## src/rtl/mesi_seq_driver.sv

```systemverilog
// Transmit-side driver for the MESI snoop detector: buffers upstream beats in a
// small FIFO and serializes them onto r_w/inbits, inserting idle symbols between frames.
module mesi_seq_driver #(
    parameter int DEPTH = 4,
    parameter int GAP   = 1
) (
    input  logic        clk,
    input  logic        reset,
    input  logic        cmd_valid,
    output logic        cmd_ready,
    input  logic        cmd_rw,
    input  logic [1:0]  cmd_bits,
    input  logic        cmd_last,
    input  logic        bus_stall,
    output logic        r_w,
    output logic [1:0]  inbits,
    output logic        bus_valid,
    output logic        busy,
    output logic [15:0] beat_count
);

    // state  | meaning
    // S_IDLE | bus idle, waiting for a buffered beat
    // S_SEND | popping one beat per cycle onto the bus
    // S_GAP  | emitting idle symbols after a frame's last beat
    typedef enum logic [1:0] {S_IDLE, S_SEND, S_GAP} state_t;

    localparam int AW = $clog2(DEPTH);

    logic [3:0]    mem_q [DEPTH];
    logic [AW-1:0] wr_ptr_q, rd_ptr_q;
    logic [AW:0]   count_q, count_d;
    logic          push, pop, empty, full;
    logic [3:0]    head;

    state_t        state_q, state_d;
    logic [3:0]    gap_q, gap_d;
    logic          rw_q, rw_d;
    logic [1:0]    bits_q, bits_d;
    logic          valid_q, valid_d;
    logic [15:0]   beat_cnt_q, beat_cnt_d;

    assign empty     = (count_q == '0);
    assign full      = (count_q == (AW+1)'(DEPTH));
    assign cmd_ready = !full;
    assign push      = cmd_valid && cmd_ready;
    assign head      = mem_q[rd_ptr_q];

    always_comb begin
        count_d = count_q;
        case ({push, pop})
            2'b10:   count_d = count_q + 1'b1;
            2'b01:   count_d = count_q - 1'b1;
            default: count_d = count_q;
        endcase
    end

    always_comb begin
        state_d    = state_q;
        gap_d      = gap_q;
        rw_d       = rw_q;
        bits_d     = bits_q;
        valid_d    = valid_q;
        beat_cnt_d = beat_cnt_q;
        pop        = 1'b0;
        if (!bus_stall) begin
            case (state_q)
                S_IDLE: begin
                    rw_d    = 1'b1;
                    bits_d  = 2'b00;
                    valid_d = 1'b0;
                    if (!empty) state_d = S_SEND;
                end
                S_SEND: begin
                    if (!empty) begin
                        pop        = 1'b1;
                        rw_d       = head[3];
                        bits_d     = head[2:1];
                        valid_d    = 1'b1;
                        beat_cnt_d = beat_cnt_q + 16'd1;
                        if (head[0] && GAP != 0) begin
                            gap_d   = 4'(GAP);
                            state_d = S_GAP;
                        end
                    end else begin
                        // underrun mid-frame: park the detector on the idle symbol
                        rw_d    = 1'b1;
                        bits_d  = 2'b00;
                        valid_d = 1'b0;
                        state_d = S_IDLE;
                    end
                end
                S_GAP: begin
                    rw_d    = 1'b1;
                    bits_d  = 2'b00;
                    valid_d = 1'b0;
                    gap_d   = gap_q - 4'd1;
                    if (gap_q == 4'd1) state_d = empty ? S_IDLE : S_SEND;
                end
                default: state_d = S_IDLE;
            endcase
        end
    end

    always_ff @(posedge clk or negedge reset) begin
        if (!reset) begin
            for (int i = 0; i < DEPTH; i++) mem_q[i] <= '0;
            wr_ptr_q   <= '0;
            rd_ptr_q   <= '0;
            count_q    <= '0;
            state_q    <= S_IDLE;
            gap_q      <= '0;
            rw_q       <= 1'b1;
            bits_q     <= 2'b00;
            valid_q    <= 1'b0;
            beat_cnt_q <= '0;
        end else begin
            if (push) begin
                mem_q[wr_ptr_q] <= {cmd_rw, cmd_bits, cmd_last};
                wr_ptr_q        <= wr_ptr_q + 1'b1;
            end
            if (pop) rd_ptr_q <= rd_ptr_q + 1'b1;
            count_q    <= count_d;
            state_q    <= state_d;
            gap_q      <= gap_d;
            rw_q       <= rw_d;
            bits_q     <= bits_d;
            valid_q    <= valid_d;
            beat_cnt_q <= beat_cnt_d;
        end
    end

    assign r_w        = rw_q;
    assign inbits     = bits_q;
    assign bus_valid  = valid_q;
    assign beat_count = beat_cnt_q;
    assign busy       = (state_q != S_IDLE) || !empty;

endmodule

```

## config.mk

```make
export PLATFORM = sky130hd
export DESIGN_NAME = mesi_seq_driver
export DESIGN_NICKNAME = d
export VERILOG_FILES = /design/src/rtl/mesi_seq_driver.sv
export SDC_FILE = /design/constraint.sdc
export NUM_CORES = 1
export LEC_CHECK = 0
export BUFFER_PORTS_ARGS = -buffer_cell sky130_fd_sc_hd__buf_2
export CORE_ASPECT_RATIO = 1.1
export CORE_MARGIN = 4
export CORE_UTILIZATION = 61
export CTS_BUF_LIST = sky130_fd_sc_hd__clkbuf_8 sky130_fd_sc_hd__clkbuf_16
export CTS_CLUSTER_SIZE = 30
export DETAILED_ROUTE_END_ITERATION = 8
export GPL_ROUTABILITY_DRIVEN = 0
export HOLD_SLACK_MARGIN = 0.08
export PLACE_DENSITY = 0.88
export SLEW_MARGIN = 20
export SYNTH_ARGS = -nofsm -noshare
export SYNTH_HDL_FRONTEND = slang
export SYNTH_SLANG_ARGS = --single-unit
```

## constraint.sdc

```tcl
create_clock -name clk -period 3.79 [get_ports clk]
set_input_delay 0.758 -clock clk [delete_from_list [all_inputs] [get_ports clk]]
set_output_delay 0.758 -clock clk [all_outputs]
set_load 0.01 [all_outputs]
```

==> results.cfg, run 1 <==
[setup_path]
slowest_stage = or3_1
crit_fanout = 7
startpoint_type = register
worst_setup_path_end_kind = primary output
worstPathRequired_ns = 3.03
cp_slowest_stage_delay_ns = 0.49
cp_data_arrival_time_ns = 1.72
crit_top_cell = or3_1
crit_chain = or3_1, or3_1, buf_2
setup.worst_path.class = register to primary output

[yosys]
synth_top_family_by_area = multiplexers
yosysSeqAreaShare = 0.524
synth.avg_cell_area_sq_um = 12.5
synth_edf_count = 0
syn_inst = 187
synthArstFlopShare = 1.00
synth_fp_nets = 204
yosys.area_share.adder = 0.0513
synth_cell_types = 42
synth_mux_area_frac = 0.138
yosys_warnings = 0
ys.flop_type = dfrtp_1
synth_xor_xnor_area_share = 0.0785
synth_area_sq_um = 2340
synthSimpleGateAreaFrac = 0.120
synth_compound_area_frac = 0.0556
synth_seq_cells = 49

[run_status]
status = finished, final reports clean

[power_and_ir_drop]
vdd_drop_max_v = 0.000462
p_total_mw = 1.91
leakage_nw = 1.28
p_per_area_nw_per_um2 = 729

[job]
drv_cap = 0

[clocking]
cts.sinks = 49
postCtsSetupBuffers = 0
htree_levels = 2
cts_made_buffers = 5
clk_pin_slew_worst_paths_ns = 0.09
cts_resized = 0
cts_tree = yes
clockBufferDepth = 2
clk_latency_ns = 0.30
cts_root_buffer = clkbuf_8
cts_hold_buffers = 0

[final_layout]
final_cell_mix = dfrtp_1 (48), buf_2 (28), mux2_2 (18)
ff_latch_area_sq_um = 1230
fillers = 290
final_nets = 237
layout.cells.most_common = dfrtp_1
diodes = 0
area_delta_synth_final_pct = 12.0
drive_gt1_frac = 0.290
final_area_sq_um = 2620
multi_input_area_sq_um = 1040

[routing]
vias_per_cell = 5.51
vias = 1494
drtIter0Drc = 67
wl_per_cell_um = 14.6
final_antenna_net_count = 0
drcViolationCount = 0
drtPass1Iterations = 4
wl_um = 3960

[sta]
period_needed_ns = 2.48
max_slew_margin = 0.609
hold_violations = 0
fin_skew_ns = 0.00546
hold_ws_ns = 0.449
setup_viol = 0
slew_violations = 0
tns_ns = 0
timing.fmax_mhz = 403
rsz0062_at_grt = no
worst_pin_slew_ns = 0.586
final.setup.worst_slack_ns = 1.31
fin_crit_sh = 0.655

[global_route]
overflow = 0
grt_max_degree = 50
grt_pass1_vias = 1539
grt_pass1_wl_um = 7100
grtUsageTotal = 0.192
antenna_found_initial = 0

[placed_design]
placed_area_sq_um = 2530
hpwlAfterDp_um = 2960
numPortBuffers = 29
dp_slack_ns = 1.44

[hold_path]
holdCritPathClass = primary input to asynchronous set/reset pin

[die]
die_height_um = 73.0
rows = 23
fp.dieW_um = 67.1
core-area_sq_um = 3680
initial_core_util = 0.636
dieArea_sq_um = 4900
io_pins = 30
==> sequential cells by signal, indices dropped and copies added, names as in the netlist <==
register / cells
count_q: 3
rd_ptr_q: 2
gap_q: 4
state_q: 2
wr_ptr_q: 2
inbits: 2
mem_q: 16
bus_valid: 1
beat_count: 16
r_w: 1
==> worst max-delay path: cells and delay by family (launching register included) <==
family	cells	cell delay [ns]
AND/OR/NAND/NOR	2	0.84
flip-flops	1	0.44
buffers and inverters	1	0.15
==> cells in the mapped netlist (2+ instances only) <==
| cell type | count | area (sq um) |
|---|---|---|
| dfrtp_1 | 48 | 1200 |
| mux2_2 | 18 | 203 |
| inv_1 | 13 | 48.8 |
| nand2_1 | 11 | 41.3 |
| nor3_1 | 11 | 55.1 |
| xor2_1 | 11 | 96.3 |
| xnor2_1 | 10 | 87.6 |
| ha_1 | 8 | 100 |
| nand3_1 | 5 | 25.0 |
| o21ai_0 | 5 | 25.0 |
| nor2_1 | 4 | 15.0 |
| a21o_1 | 3 | 22.5 |
| mux4_1 | 3 | 78.8 |
| or3_1 | 3 | 18.8 |
| a21oi_1 | 2 | 10.0 |
| a22o_1 | 2 | 17.5 |
| and3_1 | 2 | 12.5 |
| mux2i_1 | 2 | 20.0 |
| nand4_1 | 2 | 12.5 |
| o2bb2ai_1 | 2 | 17.5 |
==> final timing paths <==
path / slack, ns / to / cells after the start / start
worst max-delay path: 1.31 / busy / 3 / count_q[2]
worst min-delay path: 0.45 / gap_q[2] / 1 / reset
worst max register to register: 1.68 / count_q[2] / 8 / state_q[1]
worst min register to register: 0.47 / r_w / 2 / r_w
max in group asynchronous: 2.95 / mem_q[3] / 1 / reset
min in group clk: 0.47 / r_w / 2 / r_w
==> layout make-up <==
type | count | area share
Sequential cell | 49 | 0.468
Multi-Input combinational cell | 121 | 0.396
Timing Repair Buffer | 30 | 0.0591
Clock buffer | 5 | 0.0262
Tap cell | 50 | 0.0238
Inverter | 13 | 0.0186
Clock inverter | 3 | 0.00858
==> metal layers <==
metal / wire length (um) / part of all wire / GRT usage
met5: 0 / 0 / 0
met2: 1980 / 0.50 / 0.314
met4: 72 / 0.018 / 0.0788
met3: 174 / 0.044 / 0.0416
met1: 1730 / 0.44 / 0.248
==> through the flow <==
| stage | std cells | utilization |
|---|---|---|
| after floorplan | 187 | - |
| after global placement | 263 | 0.687 |
| after detailed placement | 263 | 0.687 |
| after CTS | 271 | 0.712 |
| after global routing | 271 | 0.712 |
| final | 271 | 0.712 |
==> power breakdown <==
part,switching [mW],internal (mW),total [mW]
combinational,0.320,0.391,0.711
sequential,0.170,0.725,0.896
clock,0.175,0.131,0.306
total,0.665,1.25,1.91
==> cells by family (layout without fill, tap and decap cells) <==
kind of cell / count (synthesis) / in the layout
fa+ha+maj: 9 / 9
simple gates: 50 / 50
xor+xnor: 21 / 21
flops: 49 / 49
buf+inv: 17 / 51
compound gates: 17 / 17
mux: 24 / 24
Power figures use the tool's default switching activity.
==> inputs of run 2 (changes only) <==
--- a/config.mk
+++ b/config.mk
@@ -8,13 +8,13 @@
 export BUFFER_PORTS_ARGS = -buffer_cell sky130_fd_sc_hd__buf_2
 export CORE_ASPECT_RATIO = 1.1
 export CORE_MARGIN = 4
-export CORE_UTILIZATION = 61
+export CORE_UTILIZATION = 51
 export CTS_BUF_LIST = sky130_fd_sc_hd__clkbuf_8 sky130_fd_sc_hd__clkbuf_16
 export CTS_CLUSTER_SIZE = 30
 export DETAILED_ROUTE_END_ITERATION = 8
 export GPL_ROUTABILITY_DRIVEN = 0
 export HOLD_SLACK_MARGIN = 0.08
-export PLACE_DENSITY = 0.88
+export PLACE_DENSITY = 0.79
 export SLEW_MARGIN = 20
 export SYNTH_ARGS = -nofsm -noshare
 export SYNTH_HDL_FRONTEND = slang
==> constraint.sdc (replaced) <==
create_clock -name clk -period 2.05 [get_ports clk]
set_input_delay 0.41 -clock clk [delete_from_list [all_inputs] [get_ports clk]]
set_output_delay 0.41 -clock clk [all_outputs]
set_load 0.01 [all_outputs]
==> results.cfg, run 2 (same netlist as run 1, synthesis figures left out) <==
[run_status]
status = finished, final reports clean

[routing]
vias_per_cell = 5.36
drtIter0Drc = 90
wl_per_cell_um = 15.4
drtPass1Iterations = 4
drcViolationCount = 0
wl_um = 4420
final_antenna_net_count = 0
vias = 1539

[sta]
rsz0062_at_grt = yes
hold_ws_ns = 0.365
setup_viol = 0
fin_crit_sh = 0.984
timing.fmax_mhz = 496
slew_violations = 0
period_needed_ns = 2.02
worst_pin_slew_ns = 0.501
hold_violations = 0
max_slew_margin = 0.666
fin_skew_ns = 0.0156

[setup_path]
cp_num_buf_inv = 1
startpoint_type = register
crit_fanout = 5
cp_data_arrival_time_ns = 1.61
worst_setup_path_end_kind = primary output
r2r_slack_ns = 0.09
setup.worst_path.class = register to primary output
cp_slowest_stage_delay_ns = 0.45
crit_family = simple AND/OR/NAND/NOR gates
crit_chain = or3_4, or3_4, buf_6
worstPathRequired_ns = 1.64
crit_top_cell = or3_4
slowest_stage = dfrtp_2

[clocking]
clk_pin_slew_worst_paths_ns = 0.10
cts_root_buffer = clkbuf_8
clockBufferDepth = 2
cts_made_buffers = 5
clk_latency_ns = 0.32
cts_tree = yes
cts.sinks = 49
htree_levels = 2

[final_layout]
final_nets = 249
area_delta_synth_final_pct = 18.4
drive_gt1_frac = 0.352
fin_util = 0.633
layout.cells.most_common = dfrtp_1
diodes = 0
final_cell_mix = dfrtp_1 (47), buf_2 (28), mux2_2 (18)

[power_and_ir_drop]
p_per_area_nw_per_um2 = 1360
vdd_drop_max_v = 0.000742
leakage_nw = 1.34
p_total_mw = 3.78

[job]
drv_cap = 0

[hold_path]
holdCritPathClass = primary input to register

[placed_design]
numPortBuffers = 29
hpwlAfterDp_um = 3250

[die]
core-area_sq_um = 4380
io_pins = 30
initial_core_util = 0.535
die_height_um = 79.1
dieArea_sq_um = 5740
rows = 25
fp.dieW_um = 72.6

[global_route]
grt_pass1_vias = 1618
grtUsageTotal = 0.175
overflow = 0
grt_max_degree = 30
grt_pass1_wl_um = 7630
antenna_found_initial = 0
run 2: cell count changes in the layout (fill, tap and decap cells not counted), moves of 2 or more:
cell	delta
or3_1	-2
clkinvlp_4	+2
or3_4	+2
buf_4	+9
clkinv_4	-2
run 2: area by class of cell:
class | instances | area (sq um)
clock buffer | 5 | 68.8
clock inverter | 3 | 26.3
fill | 353 | 1610
inverter | 13 | 48.8
multi-input combinational | 121 | 1070
sequential | 49 | 1230
tap | 54 | 67.6
timing repair buffer | 42 | 264
run 2: metal layers:
metal | wire [um] | vias up | global-route usage
li1 | - | 742 | -
met1 | 1840 | 755 | 0.220
met2 | 2270 | 34 | 0.282
met3 | 228 | 8 | 0.0557
met4 | 82 | 0 | 0.0627
met5 | 0 | - | 0
run 2: per-stage QoR:
step	cells	cell area, sq um	setup TNS, ns	setup slack (ns)
3_5_place_dp	273	2600	0	0.0873
5_1_grt	287	2770	-0.0365	-0.0197
6_report	287	2770	0	0.0320
2_1_floorplan	187	2350	0	0.00493
4_1_cts	284	2720	0	0.00287
3_3_place_gp	273	2600	0	0.191
run 2: repair_timing:
item | in CTS | in global routing
endpoints found under the setup margin | 1 | 2
resized for setup | 0 | 8
endpoints found under the hold margin | 19 | 0
pin swaps | 0 | 1
hold buffers | 1 | 0
setup buffers | 2 | 3
run 2: power by group:
part	switching, mW	internal, mW	total (mW)	leakage, nW
Clock	0.347	0.248	0.595	0.0423
Sequential	0.267	1.34	1.61	0.602
Combinational	0.708	0.866	1.57	0.698
Total	1.32	2.46	3.78	1.34
run 2: worst paths after layout:
kind	from	end	depth (start not counted)
hold reg to reg	r_w	r_w	2
max in group asynchronous	reset	mem_q[2]	3
hold / removal	cmd_rw	mem_q[7]	2
min in group asynchronous	reset	beat_count[6]	2
setup / recovery	count_q[0]	busy	3
setup reg to reg	state_q[1]	count_q[2]	8
run 2: worst reg2reg max path, stage by stage (launching register included):
cell and delay [ns]:
dfrtp_1 0.39, and2b_1 0.23, nor3b_4 0.21, ha_2 0.20, inv_1 0.05, fa_1 0.37, xor2_1 0.15, nor2_1 0.11
xor2_1 0.16
==> inputs of run 3 (changes only) <==
--- a/config.mk
+++ b/config.mk
@@ -8,13 +8,13 @@
 export BUFFER_PORTS_ARGS = -buffer_cell sky130_fd_sc_hd__buf_2
 export CORE_ASPECT_RATIO = 1.1
 export CORE_MARGIN = 4
-export CORE_UTILIZATION = 51
+export CORE_UTILIZATION = 46
 export CTS_BUF_LIST = sky130_fd_sc_hd__clkbuf_8 sky130_fd_sc_hd__clkbuf_16
 export CTS_CLUSTER_SIZE = 30
 export DETAILED_ROUTE_END_ITERATION = 8
 export GPL_ROUTABILITY_DRIVEN = 0
 export HOLD_SLACK_MARGIN = 0.08
-export PLACE_DENSITY = 0.79
+export PLACE_DENSITY = 0.73
 export SLEW_MARGIN = 20
 export SYNTH_ARGS = -nofsm -noshare
 export SYNTH_HDL_FRONTEND = slang
==> results.cfg, run 3 (same netlist as run 1, synthesis figures left out) <==
[sta]
slew_violations = 0
tns_ns = 0
period_needed_ns = 1.99
rsz0062_at_grt = no
fin_skew_ns = 0.00704
max_slew_margin = 0.657
final.setup.worst_slack_ns = 0.0617
setup_viol = 0
fin_crit_sh = 0.970
timing.fmax_mhz = 503
hold_violations = 0
worst_pin_slew_ns = 0.514

[final_layout]
final_nets = 245
area_delta_synth_final_pct = 15.7
stdcell_count = 285
final_cell_mix = dfrtp_1 (48), buf_2 (29), mux2_2 (18)
layout.cells.most_common = dfrtp_1
diodes = 0
drive_gt1_frac = 0.323

[placed_design]
dp_slack_ns = 0.115
numPortBuffers = 29
hpwlAfterDp_um = 3110
place_inst = 276

[global_route]
overflow = 0
grt_max_degree = 24
antenna_found_initial = 0
grt_pass1_wl_um = 7140
grtUsageTotal = 0.135
grt_pass1_vias = 1508

[run_status]
status = finished, final reports clean

[die]
initial_core_util = 0.490
dieArea_sq_um = 6300
core-area_sq_um = 4780
fp.dieW_um = 76.0
die_height_um = 82.8
rows = 26
io_pins = 30

[clocking]
clockBufferDepth = 2
cts_root_buffer = clkbuf_8
cts_made_buffers = 5
clk_pin_slew_worst_paths_ns = 0.08
htree_levels = 2
clk_latency_ns = 0.29
cts.sinks = 49
cts_tree = yes

[setup_path]
cp-startpoint = count_q[0]
setup.worst_path.class = register to primary output
crit_chain = or3_4, or3_1, buf_2
rr_startpoint = state_q[1]
slowest_stage = dfrtp_1
r2r_cells = 8
r2r_slack_ns = 0.12
worstPathRequired_ns = 1.64
cp-endpoint = busy
crit_fanout = 5
cp_data_arrival_time_ns = 1.58
worst_setup_path_end_kind = primary output
cp_slowest_stage_delay_ns = 0.44
r2r-end = count_q[2]
startpoint_type = register

[hold_path]
holdCritPathClass = primary input to asynchronous set/reset pin

[routing]
drcViolationCount = 0
wl_um = 4060
drtPass1Iterations = 4
drtIter0Drc = 87
final_antenna_net_count = 0
vias_per_cell = 5.25
vias = 1496
wl_per_cell_um = 14.3

[power_and_ir_drop]
p_per_area_nw_per_um2 = 1350
vdd_drop_max_v = 0.000707
leakage_nw = 1.32

[job]
drv_cap = 0
## run 3: changes by cell type in the layout (fill, tap and decap cells not counted), sizes merged
cell	before	now
clkinv	0	2
inv	14	13
buf	41	38
dlygate4sd3	1	0
clkinvlp	2	0
clkbuf	5	6
## run 3: where the power goes
| part | switching [mW] | leakage [nW] | internal [mW] |
|---|---|---|---|
| combinational | 0.655 | 0.669 | 0.807 |
| clock | 0.313 | 0.0512 | 0.274 |
| sequential | 0.261 | 0.603 | 1.34 |
| total | 1.23 | 1.32 | 2.42 |
## run 3: worst max-delay path, delay by kind of cell (launching register included)
| family | cells | cell delay [ns] |
|---|---|---|
| flip-flops | 1 | 0.44 |
| AND/OR/NAND/NOR | 2 | 0.70 |
| buffers and inverters | 1 | 0.15 |
## run 3: repair_timing
| action | 4_1_cts | 5_1_grt |
|---|---|---|
| buffers inserted | 0 | 1 |
| resized for setup | 0 | 2 |
| hold buffers | 0 | 0 |
| setup endpoints to repair | 0 | 2 |
## run 3: per-stage QoR
step,hold WS [ns],util,total power [mW],cell area (sq um)
floorplan,0.114,-,2.66,2350
global placement,0.406,0.543,3.02,2590
detailed placement,0.415,0.543,3.07,2590
CTS,0.0860,0.563,3.66,2690
global route,0.109,0.567,3.96,2710
finish,0.0799,0.567,3.65,2710
## run 3: area by class of cell
class / instances / area, sq um
Clock buffer: 6 / 82.6
Clock inverter: 2 / 13.8
Fill cell: 379 / 2070
Inverter: 13 / 48.8
Multi-Input combinational cell: 121 / 1050
Sequential cell: 49 / 1230
Tap cell: 56 / 70.1
Timing Repair Buffer: 38 / 213
## run 3: worst min path at each step
stage / from / end / depth (start not counted)
2_1_floorplan: reset / beat_count[0] / 0
3_5_place_dp: reset / gap_q[0] / 1
4_1_cts: reset / mem_q[10] / 1
5_1_grt: reset / mem_q[10] / 1
3_3_place_gp: reset / gap_q[2] / 1
6_report: reset / gap_q[2] / 1
## run 3: routing by layer
| layer | track usage | vias to the layer above | routed length [um] |
|---|---|---|---|
| li1 | - | 732 | - |
| met1 | 0.190 | 731 | 1990 |
| met2 | 0.217 | 28 | 1880 |
| met3 | 0.0238 | 5 | 155 |
| met4 | 0.0340 | 0 | 45 |
| met5 | 0 | - | 0 |
